`src/rtl/adder_seq_pkg.sv`:
```
// rtl/adder_seq_pkg.sv - shared width and FSM state type for adder_rr_sequencer
package adder_seq_pkg;

    localparam int ADD_W = 13;

    typedef enum logic [1:0] {
        IDLE = 2'd0,
        EXEC = 2'd1,
        RESP = 2'd2
    } state_t;

endpackage

```
`src/rtl/adder.sv`:
```
// rtl/adder.sv - unsigned W-bit adder with carry in/out
// Ports: a, b operands; cin carry in; sum = (a+b+cin) mod 2^W; cout carry out of the MSB.
module adder #(
    parameter int W = 13
) (
    input  logic [W-1:0] a,
    input  logic [W-1:0] b,
    input  logic         cin,
    output logic [W-1:0] sum,
    output logic         cout
);

    assign {cout, sum} = {1'b0, a} + {1'b0, b} + {{W{1'b0}}, cin};

endmodule

```
`src/rtl/rr_arbiter.sv`:
```
// rtl/rr_arbiter.sv - combinational round-robin arbiter
// Ports: req requests; ptr highest-priority index; gnt one-hot grant;
//        gnt_idx index of the grant; any high when some request is granted.
module rr_arbiter #(
    parameter int N  = 4,
    parameter int PW = (N > 1) ? $clog2(N) : 1
) (
    input  logic [N-1:0]  req,
    input  logic [PW-1:0] ptr,
    output logic [N-1:0]  gnt,
    output logic [PW-1:0] gnt_idx,
    output logic          any
);

    int idx;

    // Scan N positions starting at ptr; the first asserted request wins.
    always_comb begin
        gnt     = '0;
        gnt_idx = '0;
        any     = 1'b0;
        idx     = 0;
        for (int k = 0; k < N; k++) begin
            idx = int'(ptr) + k;
            if (idx >= N) begin
                idx = idx - N;
            end
            if (!any && req[idx]) begin
                any      = 1'b1;
                gnt[idx] = 1'b1;
                gnt_idx  = PW'(idx);
            end
        end
    end

endmodule

```
`src/rtl/adder_rr_sequencer.sv`:
```
// rtl/adder_rr_sequencer.sv - round-robin sharing of one adder between NUM_REQ requesters
// Ports: clk, rst (sync, active high); req_valid/req_ready per-requester handshake
//        with operands packed 13 bits per requester in req_a/req_b; response channel
//        rsp_valid/rsp_ready carrying rsp_id, rsp_sum, rsp_cout.
module adder_rr_sequencer
    import adder_seq_pkg::*;
#(
    parameter int NUM_REQ = 4,
    parameter int ID_W    = $clog2(NUM_REQ)
) (
    input  logic                       clk,
    input  logic                       rst,
    input  logic [NUM_REQ-1:0]         req_valid,
    input  logic [ADD_W*NUM_REQ-1:0]   req_a,
    input  logic [ADD_W*NUM_REQ-1:0]   req_b,
    output logic [NUM_REQ-1:0]         req_ready,
    output logic                       rsp_valid,
    output logic [ID_W-1:0]            rsp_id,
    output logic [ADD_W-1:0]           rsp_sum,
    output logic                       rsp_cout,
    input  logic                       rsp_ready
);

    state_t            state;
    state_t            state_nxt;
    logic [ID_W-1:0]   rr_ptr;
    logic [ADD_W-1:0]  op_a;
    logic [ADD_W-1:0]  op_b;
    logic [ID_W-1:0]   op_id;

    logic [NUM_REQ-1:0] arb_gnt;
    logic [ID_W-1:0]    arb_idx;
    logic               arb_any;
    logic               grant_fire;
    logic [ID_W-1:0]    ptr_nxt;

    logic [ADD_W-1:0]   add_sum;
    logic               add_cout;

    rr_arbiter #(
        .N  (NUM_REQ),
        .PW (ID_W)
    ) u_arb (
        .req     (req_valid),
        .ptr     (rr_ptr),
        .gnt     (arb_gnt),
        .gnt_idx (arb_idx),
        .any     (arb_any)
    );

    adder #(
        .W (ADD_W)
    ) u_adder (
        .a    (op_a),
        .b    (op_b),
        .cin  (1'b0),
        .sum  (add_sum),
        .cout (add_cout)
    );

    // Explicit wrap so non-power-of-two NUM_REQ never produces an out-of-range pointer.
    assign ptr_nxt = (arb_idx == ID_W'(NUM_REQ - 1)) ? '0 : arb_idx + ID_W'(1);

    // Grants are only offered from IDLE, and never while reset is asserted.
    always_comb begin
        state_nxt  = state;
        req_ready  = '0;
        grant_fire = 1'b0;
        case (state)
            IDLE: begin
                if (!rst && arb_any) begin
                    req_ready  = arb_gnt;
                    grant_fire = 1'b1;
                    state_nxt  = EXEC;
                end
            end
            EXEC: state_nxt = RESP;
            RESP: begin
                if (rsp_ready) begin
                    state_nxt = IDLE;
                end
            end
            default: state_nxt = IDLE;
        endcase
    end

    always_ff @(posedge clk) begin
        if (rst) begin
            state     <= IDLE;
            rr_ptr    <= '0;
            op_a      <= '0;
            op_b      <= '0;
            op_id     <= '0;
            rsp_valid <= 1'b0;
            rsp_id    <= '0;
            rsp_sum   <= '0;
            rsp_cout  <= 1'b0;
        end else begin
            state <= state_nxt;
            if (grant_fire) begin
                op_a   <= req_a[ADD_W*arb_idx +: ADD_W];
                op_b   <= req_b[ADD_W*arb_idx +: ADD_W];
                op_id  <= arb_idx;
                rr_ptr <= ptr_nxt;
            end
            if (state == EXEC) begin
                rsp_sum   <= add_sum;
                rsp_cout  <= add_cout;
                rsp_id    <= op_id;
                rsp_valid <= 1'b1;
            end
            if (state == RESP && rsp_ready) begin
                rsp_valid <= 1'b0;
            end
        end
    end

endmodule

```
`config.mk`:
```
export PLATFORM = sky130hd
export DESIGN_NAME = adder_rr_sequencer
export DESIGN_NICKNAME = d
export VERILOG_FILES = /design/src/rtl/adder_seq_pkg.sv /design/src/rtl/adder.sv /design/src/rtl/rr_arbiter.sv /design/src/rtl/adder_rr_sequencer.sv
export SDC_FILE = /design/constraint.sdc
export NUM_CORES = 1
export LEC_CHECK = 0
export ABC_AREA = 1
export BUFFER_PORTS_ARGS = -buffer_cell sky130_fd_sc_hd__buf_2
export CAP_MARGIN = 10
export CORE_MARGIN = 3
export CORE_UTILIZATION = 52
export DETAILED_ROUTE_END_ITERATION = 7
export GPL_TIMING_DRIVEN = 0
export PLACE_DENSITY = 0.88
export SLEW_MARGIN = 30
export SYNTH_ARGS = -nofsm -noshare
export SYNTH_HDL_FRONTEND = slang
export SYNTH_SLANG_ARGS = --single-unit
```
`constraint.sdc`:
```
create_clock -name clk -period 2.7 [get_ports clk]
set_input_delay 0.135 -clock clk [delete_from_list [all_inputs] [get_ports clk]]
set_output_delay 0.135 -clock clk [all_outputs]
set_load 0.02 [all_outputs]
```
After elaboration in Yosys (flattened, before gate mapping)
Cells that the tools add are included.
{"block": "totals", "reg_bits": 49, "wordCells": 101, "output_inout_bits": 21}
{"block": "op_classes", "eq_ne": 5, "muxes": 44, "n_shift": 2, "n_mul": 1, "order_cmp": 12, "reduce_logical": 16, "add_sub_neg": 9, "bitwise_logic": 3}
{"operator": "greater-or-equal comparator 32 x 1 -> 1 bit, second input constant", "n": 4}
{"operator": "less-than comparator 32 x 4 -> 1 bit, second input constant", "n": 4}
{"operator": "two-way mux 32 bit", "n": 4}
{"operator": "indexed part select 52 x 7 -> 13 bit", "n": 2}
{"operator": "greater-or-equal comparator 32 x 4 -> 1 bit, second input constant", "n": 3}
{"operator": "subtractor 32 x 4 -> 32 bit, second input constant", "n": 3}
{"operator": "two-way mux 4 bit", "n": 6}
{"operator": "two-way mux 1 bit", "n": 18}
{"operator": "adder 13 x 13 -> 14 bit", "n": 1}
{"operator": "two-way mux 2 bit", "n": 7}
{"operator": "OR 4 bit", "n": 3}
{"operator": "logical AND 1 bit", "n": 9}
{"operator": "binary-select mux 1 bit (select 2 bit)", "n": 4}
{"operator": "demux 1 bit (select 2 bit)", "n": 4}
{"operator": "adder 2 x 2 -> 3 bit, second input constant", "n": 2}
{"operator": "multiplier 4 x 2 -> 6 bit, first input constant", "n": 1}
{"operator": "case mux 2 bit (3 select lines)", "n": 1}
{"operator": "equality test 2 bit, second input constant", "n": 2}
{"operator": "zero test 1 bit", "n": 4}
{"operator": "inequality test 2 bit, second input constant", "n": 2}
{"operator": "subtractor 2 x 3 -> 4 bit, second input constant", "n": 1}
{"operator": "adder 2 x 1 -> 3 bit, second input constant", "n": 1}
{"operator": "greater-or-equal comparator 2 x 3 -> 1 bit, second input constant", "n": 1}
{"operator": "adder 2 x 1 -> 2 bit, second input constant", "n": 1}
{"operator": "other kinds (4)", "n": 4}

Longest topological paths before layout
{"block": "depth", "depth_word": 18, "mapped_depth": 15, "ltp_nobuf": 14}

By module
Synthesis repeated with hierarchy kept, for this count alone.
{"block": "unflattened", "hier_cells": 710, "area_unflattened_um2": 4086.4}
{"module": "adder_rr_sequencer", "area_each_um2": 2875.3, "n_inst": 1, "cells_each": 491}
{"module": "adder", "area_each_um2": 750.7, "n_inst": 1, "cells_each": 142}
{"module": "rr_arbiter", "area_each_um2": 460.4, "n_inst": 1, "cells_each": 77}

Worst setup path before layout
Ideal clock, no wire load.
{"block": "synth_path", "path_kind": "register to register", "startpoint": "reg rr_ptr[0]", "endpoint": "reg op_b[6]", "arrival_time_ps": 1995, "setup_time_ps": 109, "period_less_slack_ps": 2103, "path_buffers": 1, "required_ps": 2591, "path_stages_with_launch": 14, "setup_slack_ps": 597, "cell_sequence": "dfxtp_1 > inv_2 > ha_1 > inv_1 > nand3_2 > nand2_4 > a21oi_1 > nand2_2 > buf_1 > nand3_1 > nand3_1 > nand3_1 > nand2_1 > inv_1"}
{"block": "synth_between", "elab_chain_len": 18}
{"element": "start: declaration", "line": "adder_rr_sequencer.sv:26", "source": "logic [ID_W-1:0] rr_ptr;"}
{"element": "start signal: assignment", "line": "adder_rr_sequencer.sv:104", "source": "rr_ptr <= ptr_nxt;"}
{"element": "branches (longest 18 deep; another with subtractor 32 x 4 -> 32 bit)"}
{"element": "end signal: assignment", "line": "adder_rr_sequencer.sv:102", "source": "op_b <= req_b[ADD_W*arb_idx +: ADD_W];"}
{"element": "end: declaration", "line": "adder_rr_sequencer.sv:28", "source": "logic [ADD_W-1:0] op_b;"}
Several ways; the timed one is not identified. The select of a mux whose other input is x is not followed.
A chain may end at the register's enable or synchronous reset.

Worst setup path in the final report
{"block": "layout_path", "startpoint": "reg rr_ptr[1]", "endpoint": "reg op_b[11]"}
The elaborated chain is that of the path after synthesis.

==> results.sh <==
export IMPL_drt_vias_per_instance=4.912
export IMPL_period_share_pct=92.20
export IMPL_worst_pin_slew_ns=0.5290
export IMPL_io_buffers=131
export IMPL_num_vias=4735
export IMPL_diodes=0
export IMPL_yosysSeqAreaShare_pct=23.46
export IMPL_ant_nets=0
export IMPL_startpoint_type="flip-flop"
export IMPL_grt_overflow=0
export IMPL_crit_type="flip-flop to flip-flop"
export IMPL_syn2layout_area_growth_pct=21.51
export IMPL_synth_seq_cells=49
export IMPL_cts_root_buf="clkbuf_8"
export IMPL_synth_cell_area_mm2=0.004182
export IMPL_numCtsBuffers=5
export IMPL_core_mm2=0.007767
export IMPL_nets=990
export IMPL_clk_pin_slew_ns=0.09
export IMPL_tns_ns=0
export IMPL_relSlewSlack_pct=64.73
export IMPL_max_freq_mhz=401.7
export IMPL_postCtsHoldBufs=0
export IMPL_crit_required_ns=2.91
export IMPL_drc_errors=0
export IMPL_dr_pass1_iters=5
export IMPL_synth_nets=853
export IMPL_grt_antenna_before_repair=0
export IMPL_h_tree_depth=2
export IMPL_hold_slack_ns=0.03434
export IMPL_drive_gt1_share_pct=21.35
export IMPL_cts_tree="built"
export IMPL_drt_wl_total_um=11120
export IMPL_p_per_area_mw_per_mm2=1132
export IMPL_critPathCaptureType="flip-flop"
export IMPL_cp_arrival_ns=2.70
export IMPL_gp_congestion=0.9256
export IMPL_syn_inst=724
export IMPL_dp_hpwl_um=9125
export IMPL_wl_per_cell_um=11.54
export IMPL_pin_count=132
export IMPL_drt_iter0_drc=277
export IMPL_post_route_min_period_ns=2.490
export IMPL_power_leakage_nw=3.198
export IMPL_fin_cells=964
export IMPL_final_cell_mix="169 x inv_1, 148 x nand3_1, 142 x buf_2"
export IMPL_clock_path_buffers=2
export IMPL_maxCapViolCount=0
export IMPL_fp_dieH_um=95.68
export IMPL_path_max_fanout=10
export IMPL_dieWidth_um=95.68
export IMPL_dieArea_mm2=0.009154
export IMPL_dp_cells=957
export IMPL_grt_pass1_vias=4243
export IMPL_outcome="finished, final reports clean"
export IMPL_grt_first_pass_wirelength_um=18480
export IMPL_placed_cell_area_mm2=0.004965
export IMPL_max_vdd_ir_drop_mv=0.9733
export IMPL_grt_use_total_pct=25.05
export IMPL_hold_path_class="primary input to flip-flop"
export IMPL_ys_types=33
export IMPL_hold_viol_final=0
export IMPL_drv_slew=0
export IMPL_fill_cells=729
export IMPL_final_common_cell="inv_1"
export IMPL_grt_max_degree=16
export IMPL_grt_setup_unrepaired="no"
export IMPL_clock_sinks=49
export IMPL_design_area_mm2=0.005081
export IMPL_postCtsSetupBuffers=0
export IMPL_num_rows=32
export IMPL_syn_avg_cell_area_um2=5.776
export IMPL_setup_violations_final=0
export IMPL_clock_latency_ns=0.31
export IMPL_skew_ns=0.01143
export IMPL_initial_utilization_pct=53.83
export IMPL_yosysWarningCount=0
==> area by class of cell <==
cell class              instances  area, µm²  share of cell area (%)
plain buffers                  33      196.4                   3.866
clock buffers                   6      72.57                   1.428
clock inverters                 2      38.79                  0.7634
inverters                     173      654.4                   12.88
multi-input cells             468       2352                   46.29
flip-flops and latches         49      983.4                   19.35
well taps                     102      127.6                   2.512
repair buffers                131      655.6                   12.90
==> cells in the mapped netlist <==
cell type | n | area [µm²]
inv_1 | 169 | 634.4
nand3_1 | 148 | 740.7
nand2_1 | 131 | 491.7
nor2_1 | 83 | 311.6
dfxtp_1 | 49 | 980.9
o21ai_0 | 27 | 135.1
a21oi_1 | 23 | 115.1
ha_1 | 17 | 212.7
buf_2 | 13 | 65.06
clkbuf_1 | 8 | 30.03
buf_4 | 6 | 45.04
xor2_1 | 6 | 52.55
nand3_2 | 5 | 50.05
buf_6 | 4 | 45.04
nand2_2 | 4 | 25.02
o22ai_1 | 4 | 25.02
buf_1 | 3 | 11.26
inv_2 | 3 | 11.26
nand2_4 | 3 | 33.78
a21boi_0 | 2 | 15.01
nand4_1 | 2 | 12.51
nor2_4 | 2 | 22.52
xnor2_1 | 2 | 17.52
a211oi_1 | 1 | 7.510
a21o_1 | 1 | 7.510
a31oi_1 | 1 | 6.260
fa_1 | 1 | 20.02
inv_4 | 1 | 6.260
nand3b_1 | 1 | 7.510
nand4_4 | 1 | 21.27
nor2_2 | 1 | 6.260
o211ai_1 | 1 | 7.510
o21a_1 | 1 | 7.510
==> path summary, 6_finish.rpt <==
path                            depth (start not counted)  slack, ns        end       from
worst min register to register                          1       0.50  rsp_valid   state[1]
worst min-delay path                                    2       0.03  rsp_valid  rsp_ready
worst max-delay path                                   13       0.21   op_b[11]  rr_ptr[1]
worst max register to register                         13       0.21   op_b[11]  rr_ptr[1]
==> per-stage QoR <==
| step | setup WS (ns) | util, % | total power, mW |
|---|---|---|---|
| finish | 0.2105 | 65.42 | 5.752 |
| global route | 0.004131 | 65.42 | 6.387 |
| CTS | 0.001677 | 65.37 | 5.723 |
| detailed placement | 0.08467 | 63.92 | 5.176 |
| global placement | 0.1220 | 63.92 | 5.118 |
| floorplan | 0.5965 | - | 4.238 |
==> registers in the layout (all words and copies together), names as in the netlist <==
signal and count:
op_a 13, op_b 13, op_id 2, rr_ptr 2, rsp_cout 1, rsp_id 2
rsp_sum 13, rsp_valid 1, state 2
==> power by group <==
group | leakage [nW] | internal [mW] | switching (mW) | total [mW]
Combinational | 2.74 | 1.46 | 2.62 | 4.08
Clock | 0.0554 | 0.278 | 0.240 | 0.518
Sequential | 0.405 | 0.989 | 0.166 | 1.15
Total | 3.20 | 2.73 | 3.02 | 5.75
==> kinds of logic after synthesis <==
| kind of cell | synth area share [%] |
|---|---|
| and+or+nand+nor | 41.20 |
| DFF | 23.46 |
| AOI/OAI and AO/OA | 7.810 |
| buffers and inverters | 20.29 |
| adders and majority gates | 5.565 |
| xor gates and xnor gates | 1.676 |
==> metal layers <==
layer  routed length, µm  global-route usage [%]
met3                 743                   2.762
met1                5032                   33.03
met5                   0                       0
met2                5092                   42.91
met4                 252                   7.346
==> worst max-delay path, cell delays in order, from the launching register on <==
cell and delay, ns:
dfxtp_2 0.43, inv_2 0.10, ha_1 0.35, inv_1 0.15, nand3_2 0.11, nand2_4 0.12
a21oi_1 0.10, nand2_2 0.20, buf_1 0.37, nand3_1 0.16, nand3_1 0.10, nand3_1 0.09
nand2_1 0.07, inv_1 0.03
==> timing repair <==
item,CTS,global route
hold endpoints to repair,0,0
gates resized for setup,1,5
endpoints found under the setup margin,4,30
(Power assumes the default switching activity.)
